<file path="config.mk">
export PLATFORM = sky130hd
export DESIGN_NAME = wide_compare_seq
export DESIGN_NICKNAME = d
export VERILOG_FILES = /design/src/rtl/wide_compare_seq.sv
export SDC_FILE = /design/constraint.sdc
export NUM_CORES = 1
export LEC_CHECK = 0
export BUFFER_PORTS_ARGS = -buffer_cell sky130_fd_sc_hd__buf_2
export CORE_ASPECT_RATIO = 1.75
export CORE_MARGIN = 10
export CORE_UTILIZATION = 45
export CTS_BUF_LIST = sky130_fd_sc_hd__clkbuf_16
export CTS_CLUSTER_DIAMETER = 60
export DETAILED_ROUTE_END_ITERATION = 10
export HOLD_SLACK_MARGIN = 0.15
export PLACE_DENSITY_LB_ADDON = 0.25
export SYNTH_ARGS = -nofsm -noshare
export SYNTH_HDL_FRONTEND = slang
export SYNTH_SLANG_ARGS = --single-unit
</file>
<file path="constraint.sdc">
create_clock -name clk -period 1.9 [get_ports clk]
set_input_delay 0 -clock clk [delete_from_list [all_inputs] [get_ports clk]]
set_output_delay 0 -clock clk [all_outputs]
set_load 0.02 [all_outputs]
</file>
<file path="src/rtl/wide_compare_seq.sv">
// Sequencer that walks two NUM_WORDS x 32-bit operands through a shared 32-bit
// equality comparator, least-significant word first, stopping at the first mismatch.
module wide_compare_seq #(
  parameter int NUM_WORDS = 4,
  parameter int IDX_W     = 4
) (
  input  logic                    clk,
  input  logic                    rst,
  input  logic                    start,
  input  logic [32*NUM_WORDS-1:0] op_a,
  input  logic [32*NUM_WORDS-1:0] op_b,
  output logic                    busy,
  output logic                    done,
  output logic                    eq_out,
  output logic [IDX_W-1:0]        mismatch_idx,
  output logic [31:0]             cmp_a,
  output logic [31:0]             cmp_b,
  input  logic                    cmp_eq
);

  typedef enum logic [1:0] {
    ST_IDLE = 2'd0,
    ST_CMP  = 2'd1,
    ST_DONE = 2'd2
  } state_t;

  state_t                  state_r;
  state_t                  state_s;
  logic [IDX_W-1:0]        idx_r;
  logic [IDX_W-1:0]        idx_inc_s;
  logic                    last_s;
  logic [32*NUM_WORDS-1:0] a_r;
  logic [32*NUM_WORDS-1:0] b_r;

  assign idx_inc_s = idx_r + IDX_W'(1);
  assign last_s    = (idx_r == IDX_W'(NUM_WORDS - 1));

  // State register
  always_ff @(posedge clk) begin
    if (rst) begin
      state_r <= ST_IDLE;
    end else begin
      state_r <= state_s;
    end
  end

  // Next-state logic: early exit on first unequal word, otherwise run to the last word
  always_comb begin
    state_s = state_r;
    case (state_r)
      ST_IDLE: begin
        if (start) begin
          state_s = ST_CMP;
        end else begin
          state_s = ST_IDLE;
        end
      end
      ST_CMP: begin
        if (!cmp_eq || last_s) begin
          state_s = ST_DONE;
        end else begin
          state_s = ST_CMP;
        end
      end
      ST_DONE: state_s = ST_IDLE;
      default: state_s = ST_IDLE;
    endcase
  end

  // Operand latch, word pointer, comparator drive and registered result outputs
  always_ff @(posedge clk) begin
    if (rst) begin
      a_r          <= '0;
      b_r          <= '0;
      idx_r        <= '0;
      busy         <= 1'b0;
      done         <= 1'b0;
      eq_out       <= 1'b0;
      mismatch_idx <= '0;
      cmp_a        <= 32'd0;
      cmp_b        <= 32'd0;
    end else begin
      busy <= (state_s == ST_CMP);
      done <= (state_s == ST_DONE);
      case (state_r)
        ST_IDLE: begin
          if (start) begin
            a_r          <= op_a;
            b_r          <= op_b;
            idx_r        <= '0;
            eq_out       <= 1'b0;
            mismatch_idx <= '0;
            // Word 0 is loaded here so the comparator sees it in the first CMP cycle
            cmp_a        <= op_a[31:0];
            cmp_b        <= op_b[31:0];
          end
        end
        ST_CMP: begin
          if (!cmp_eq) begin
            eq_out       <= 1'b0;
            mismatch_idx <= idx_r;
          end else if (last_s) begin
            eq_out       <= 1'b1;
            mismatch_idx <= '0;
          end else begin
            idx_r <= idx_inc_s;
            cmp_a <= a_r[32*idx_inc_s +: 32];
            cmp_b <= b_r[32*idx_inc_s +: 32];
          end
        end
        default: begin
        end
      endcase
    end
  end

endmodule

</file>
==> results of run 1 <==
-- kinds of logic after synthesis --
logic type	Yosys count
and+or+nand+nor	667
AOI/OAI and AO/OA	337
DFF	333
buffers and inverters	138
muxes	64
adders and majority gates	1
-- through the flow --
step / utilization, % / setup slack [ns] / instance area (sq um) / power [uW]
after floorplan: - / 0.009387 / 14340 / 9735
after global placement: 51.16 / -0.03281 / 16070 / 10650
after detailed placement: 51.16 / -0.09833 / 16070 / 10710
after CTS: 63.59 / -0.08503 / 19980 / 17890
after global routing: 64.29 / -0.1782 / 20200 / 18590
final: 64.31 / -0.09227 / 20210 / 17930
-- tightest hold or removal path, cell delays in order --
cell	delay, ns
dlygate4sd3_1	0.52
buf_2	0.11
nand2_1	0.05
a21oi_1	0.05
-- Yosys cell counts, types with 4 or more instances --
master / instances / area share, %
buf_1: 4 / 0.11
clkbuf_1: 58 / 1.5
a221oi_2: 60 / 6.3
clkbuf_8: 7 / 0.67
a21oi_1: 261 / 9.1
nor2_1: 73 / 1.9
buf_4: 4 / 0.21
nor3_2: 60 / 4.2
mux4_2: 63 / 9.9
buf_2: 29 / 1.0
a221oi_1: 4 / 0.25
buf_6: 28 / 2.2
nand2_1: 515 / 14
nor3_1: 6 / 0.21
clkbuf_4: 4 / 0.21
dfxtp_1: 333 / 47
a22o_1: 4 / 0.25
-- power by group through the flow --
stage               Sequential, uW  Clock, uW  Combinational, uW
global placement              7900          0               2750
finish                        7760       6760               3410
floorplan                     8000          0               1730
CTS                           7760       6830               3290
global route                  7810       7100               3680
detailed placement            7910          0               2800
-- metal layers --
layer / vias up / track usage (%)
met5: - / 0
met4: 0 / 14.88
met3: 179 / 4.255
met2: 657 / 41.96
met1: 6526 / 26.91
li1: 6376 / -
-- what timing repair did --
action | 4_1_cts | 5_1_grt
resized for setup | 10 | 6
hold buffers | 260 | 0
hold endpoints to repair | 333 | 0
pin swaps | 77 | 24
buffers inserted | 4 | 4
endpoints found under the setup margin | 47 | 64
cloned | 4 | 5
-- state kept, by name, summed over array words and instances, names as in the netlist --
name,count
busy,1
idx_r,4
done,1
cmp_a,32
b_r,128
a_r,128
state_r,2
eq_out,1
cmp_b,32
mismatch_idx,4
-- worst paths after layout --
kind,cells past startpoint,to,from,slack [ns]
max,6,cmp_b[11],idx_r[0],-0.09
min,4,b_r[122],op_b[122],0.21
max reg2reg,6,cmp_b[11],idx_r[0],-0.09
min reg2reg,2,b_r[11],b_r[11],0.45
-- layout make-up --
type | count | share of cell area (%)
repair buffers | 640 | 25.18
flip-flops and latches | 333 | 33.02
clock inverters | 25 | 1.536
clock buffers | 31 | 3.839
multi-input cells | 1069 | 33.87
diodes | 8 | 0.09908
well taps | 396 | 2.452
==> results.md, run 1 <==
- Number of global-route vias before repair: 14480
- Die Height: 255.7 um
- Top FF cell, synth: dfxtp_1
- Placement row count: 86
- Startpoint Class: register
- Failing checks: setup timing
- Commonest non-fill, non-tap cell in the layout: nand2_1
- Via count: between 10000 and 15000
- Die footprint: 0.03955 sq mm
- Layout area overhead: 41.46%
- DR WL met3: 3429 um
- Max cap viols: 0
- Synth Area per Inst: 9.275 sq um
- Footprint of the multi-input gates: 0.006844 sq mm
- Syn Inst Count: 1540
- Register area share after synthesis: about 47%
- Peak VDD IR: 0.7642 mV
- Port-buffer cells: between 300 and 400
- Slowest CP cell: mux4_2
- Buf+Inv Stages, Crit Path: 2
- Synth Register Bits: 333
- Routed Antenna Nets: 0
- Detailed Routing Iterations Pass 1: 5
- PnR worst setup slack: -0.09227 ns
- Largest family of logic cells by synthesized area: simple AND/OR/NAND/NOR gates
- Worst hold slack: 0.2105 ns
- Highest Signal Layer: met4
- GRT Residual Overflow: 0
- Clk Latency, worst-skew pair: about 0.58 ns
- CTS buffer count: 31
- Setup CP Type: reg2reg
- P_int: approximately 13000 uW
- Post-Route WL: 50650 um
- Crit. End Element: register
- Slew Viols, Final: 0
- Synth warnings: 0
- Global-route wire length before repair: 78910 um
- Setup TNS: -1.841 ns
- Synth Area in XOR/XNOR: 0%
- Worst Path Required: 2.35 ns
- Number of vias per cell: 5.491
- Filler cells: between 2000 and 2500
- Post-synthesis mux area share: 10.11%
- Most frequent cells in the layout: 514 x nand2_1, 331 x dfxtp_1, 329 x buf_2, 261 x a21oi_1, 260 x dlygate4sd3_1
- Total GRT Usage: around a quarter
- DRC violations left: 0
- Clk sinks: 333
- Final setup fails: 44
- Final Non-Filler Cells: 2502
- Lkg Pwr: 0.008111 uW
- Die width: between 150 and 200 um
- Top fanout value on the critical path: 7
- Max H-tree Level: 1
- Post-Syn Nets: 1801
- Clock Skews: about 0.013 ns
- Fmax: 0.5019 GHz
- Clock share of power: between 30 and 40%
- Min Clock Period, post-route: approximately 2.0 ns
- Number of synthesized flops with an enable pin: 0
- Clock Path Buffers: 3
- Worst-path cell chain: ha_4, buf_12, buf_16, mux4_2, a221oi_4, nor3_2
- Outcome: finished with violations
- Initial antenna violation count: 6
- I/O pins: 331
- Worst min path class: in2reg
- Core ar.: roughly 0.031 sq mm
- # placed instances: between 2000 and 2500
- Post-DP HPWL: 29610 um
- Layout cells sized above 1: a little under a third
- Ys async rst share: 0%
- PD cells: approximately 890 mW/mm^2
- Largest net degree at the start of global routing: 115
- Synth Area in Simple Gates: about a fifth
- Synthesized area: 0.01428 sq mm
- WL met2: 25740 um
- Worst rel slew slack: 48.35%
- TritonCTS clock tree: built
- Compound-Gate Fraction of Synth Area: 16.42%
- Synth cell types: 38
- Final Wtd Congestion: between 0.8 and 0.9
- Sw Pwr: ~5000 uW
- Metal-1 WL: 18480 um
- Drt first-iter violations: 946
- Routed len/inst: 20.24 um
- Combinational fraction of design power: 19.0%
- Starting density of the core: 45.46%
- CTS clk-pin slew, worst paths: 0.07 ns
- CP peak stage delay: 0.55 ns
- Final Hold Fails: 0
- Register area: 0.006671 sq mm
- Total Nets Final: 2336
- Crit path max-delay family: multiplexers
- Slew @ Worst Pin: between 0.7 and 0.8 ns
- Root Driver: clkbuf_16
- Switching share of power: about 28%
- Final period util: 104.9%
- RSZ-0062 raised after global routing: true
- Flop pwr share: 43.3%
- Worst EP arrival: approximately 2.4 ns
- Post-Synth Adder-Cell Area: 0.08760%
Note: power is estimated with default switching activity, not from simulation.
==> run 2: changes to the inputs <==
CORE_UTILIZATION = 49   (was 45)
==> run 2 against run 1 <==
Compared with the run above:
- the flow still finishes with violations (setup timing)
- combinational power hardly changed
- sequential power barely moved
- maximum frequency is 1.2% lower
- via count grew 1.0%
- critical endpoint is now cmp_b[29]
==> results.md, run 2 (synthesis gave the netlist of run 1 again) <==
- Placement row count: 82 (was 86)
- Worst Path Required: 2.34 ns (was 2.35 ns)
- Peak VDD IR: 0.7549 mV (was 0.7642 mV)
- Fmax: 0.4961 GHz (was 0.5019 GHz)
- CTS buffer count: 30 (was 31)
- Largest net degree at the start of global routing: 136 (was 115)
- Number of vias per cell: 5.571 (was 5.491)
- Total GRT Usage: 26.08% (was 24.28%)
- Failing checks: setup timing (unchanged)
- Clk sinks: 333 (unchanged)
- # placed instances: 2160 (was 2161)
- Layout area overhead: 40.71% (was 41.46%)
- Clk Latency, worst-skew pair: 0.57 ns (was 0.58 ns)
- I/O pins: 331 (unchanged)
- Max H-tree Level: 1 (unchanged)
- Final Hold Fails: 0 (unchanged)
- Most frequent cells in the layout: 514 x nand2_1, 332 x dfxtp_1, 329 x buf_2, 263 x dlygate4sd3_1, 261 x a21oi_1 (was 514 x nand2_1, 331 x dfxtp_1, 329 x buf_2, 261 x a21oi_1, 260 x dlygate4sd3_1)
- PnR worst setup slack: -0.1158 ns (was -0.09227 ns)
- Detailed Routing Iterations Pass 1: 7 (was 5)
- Slew Viols, Final: 0 (unchanged)
- Tot Pwr: 17190 uW (was 17930 uW)
- Layout cells sized above 1: 29.83% (was 30.12%)
- Routed Antenna Nets: 0 (unchanged)
- Worst-path cell chain: ha_4, buf_6, clkbuf_16, mux4_2, a221oi_2, nor3_2 (was ha_4, buf_12, buf_16, mux4_2, a221oi_4, nor3_2)
- CP peak stage delay: 0.50 ns (was 0.55 ns)
- Starting density of the core: 49.72% (was 45.46%)
- Slowest CP cell: mux4_2 (unchanged)
- Global-route wire length before repair: 77600 um (was 78910 um)
- Slew @ Worst Pin: 0.7098 ns (was 0.7748 ns)
- Die Height: 245.9 um (was 255.7 um)
- Die width: 149.1 um (was 154.7 um)
- Critical Path Sink: cmp_b[29] (was cmp_b[11])
- Largest registers in the final layout: a_r: 128 flops, b_r: 128 flops (unchanged)
- Reg-to-Reg Start: idx_r[1] (was idx_r[0])
- Final setup fails: 29 (was 44)
- FF-to-FF setup slack: -0.12 ns (was -0.09 ns)
- CP Launch Point: idx_r[1] (was idx_r[0])
- RSZ-0062 raised after global routing: true (unchanged)
- TritonCTS clock tree: built (unchanged)
- GRT Residual Overflow: 0 (unchanged)
- Final period util: 106.1% (was 104.9%)
- Min Clock Period, post-route: 2.016 ns (was 1.992 ns)
- Final Wtd Congestion: 0.8320 (was 0.8184)
- Routed len/inst: 20.14 um (was 20.24 um)
- Worst EP arrival: 2.46 ns (was 2.44 ns)
- Outcome: finished with violations (unchanged)
- Core ar.: 0.02873 sq mm (was 0.03142 sq mm)
- Root Driver: clkbuf_16 (unchanged)
- Commonest non-fill, non-tap cell in the layout: nand2_1 (unchanged)
- Setup CP Type: reg2reg (unchanged)
- Core Util, Final: 69.97% (was 64.31%)
- Top fanout value on the critical path: 5 (was 7)
- Crit. End Element: register (unchanged)
- Post-Route WL: 50170 um (was 50650 um)
- Clock Path Buffers: 3 (unchanged)
- Die footprint: 0.03665 sq mm (was 0.03955 sq mm)
- Drt first-iter violations: 937 (was 946)
- CTS clk-pin slew, worst paths: 0.07 ns (about the same)
- Startpoint Class: register (unchanged)
- Setup TNS: -0.8818 ns (was -1.841 ns)
- Lkg Pwr: 0.008085 uW (was 0.008111 uW)
- Number of global-route vias before repair: 14500 (was 14480)
- Post-DP HPWL: 29630 um (was 29610 um)
- Final Non-Filler Cells: 2491 (was 2502)
- Worst hold slack: 0.2225 ns (was 0.2105 ns)
- Worst min path class: in2reg (unchanged)
- Initial antenna violation count: 7 (was 6)
- DRC violations left: 0 (unchanged)
- PD cells: 855.1 mW/mm^2 (was 887.6 mW/mm^2)
- Port-buffer cells: 330 (unchanged)
- FF-to-FF path depth: 6 (unchanged)
- Worst rel slew slack: 52.68% (was 48.35%)
- Clock Skews: 0.01407 ns (was 0.01297 ns)
- Total Nets Final: 2345 (was 2336)
- RR Endpoint: cmp_b[29] (was cmp_b[11])
- Via count: 13880 (was 13740)
- Max cap viols: 0 (unchanged)
==> run 2: final cells by class <==
cell class | instances | area (sq um)
clock inverters | 22 | 177.7
repair buffers | 650 | 5150
flip-flops and latches | 333 | 6670
multi-input cells | 1069 | 6833
fillers | 2056 | 8628
clock buffers | 31 | 775.7
diodes | 8 | 20.02
well taps | 378 | 473.0
==> run 2: report_power, final <==
group / internal [uW] / switching, uW
clock network: 3340 / 2640
logic: 1560 / 1870
registers: 7480 / 292
==> run 2: worst min-delay path by stage <==
stage               startpoint  endpoint  cells past startpoint
global placement     op_b[120]  b_r[120]                      3
floorplan              op_a[0]    a_r[0]                      2
global route         op_b[120]  b_r[120]                      4
CTS                   op_b[81]   b_r[81]                      4
finish                op_b[84]   b_r[84]                      4
detailed placement    op_b[75]   b_r[75]                      3
==> run 2: timing repair <==
action / in CTS / in global routing
hold endpoints to repair: 332 / 0
hold buffers: 263 / 0
cloned: 1 / 3
setup buffers: 4 / 0
endpoints found under the setup margin: 56 / 62
gates resized for setup: 6 / 10
pin swaps: 33 / 49
==> run 2: stage by stage <==
step / worst slack [ns] / cell area, sq um
after floorplan: 0.009387 / 14340
final: -0.1158 / 20100
after global placement: -0.04905 / 16270
after global routing: -0.1706 / 20100
after detailed placement: -0.07729 / 16270
after CTS: -0.04641 / 19940
==> run 2: layer usage <==
metal  wire length (um)  global-route usage, %
met1              17750                  28.94
met2              25710                  44.85
met3               3556                  4.735
met4               3157                  16.43
met5                  0                      0
==> run 2: worst max-delay path: cells and delay by family, from the launching register on <==
kind,cells,cell delay [ns]
and+or+nand+nor,1,0.09
AOI/OAI and AO/OA,1,0.31
adders and majority gates,1,0.31
muxes,1,0.50
DFF,1,0.34
buffers and inverters,2,0.33
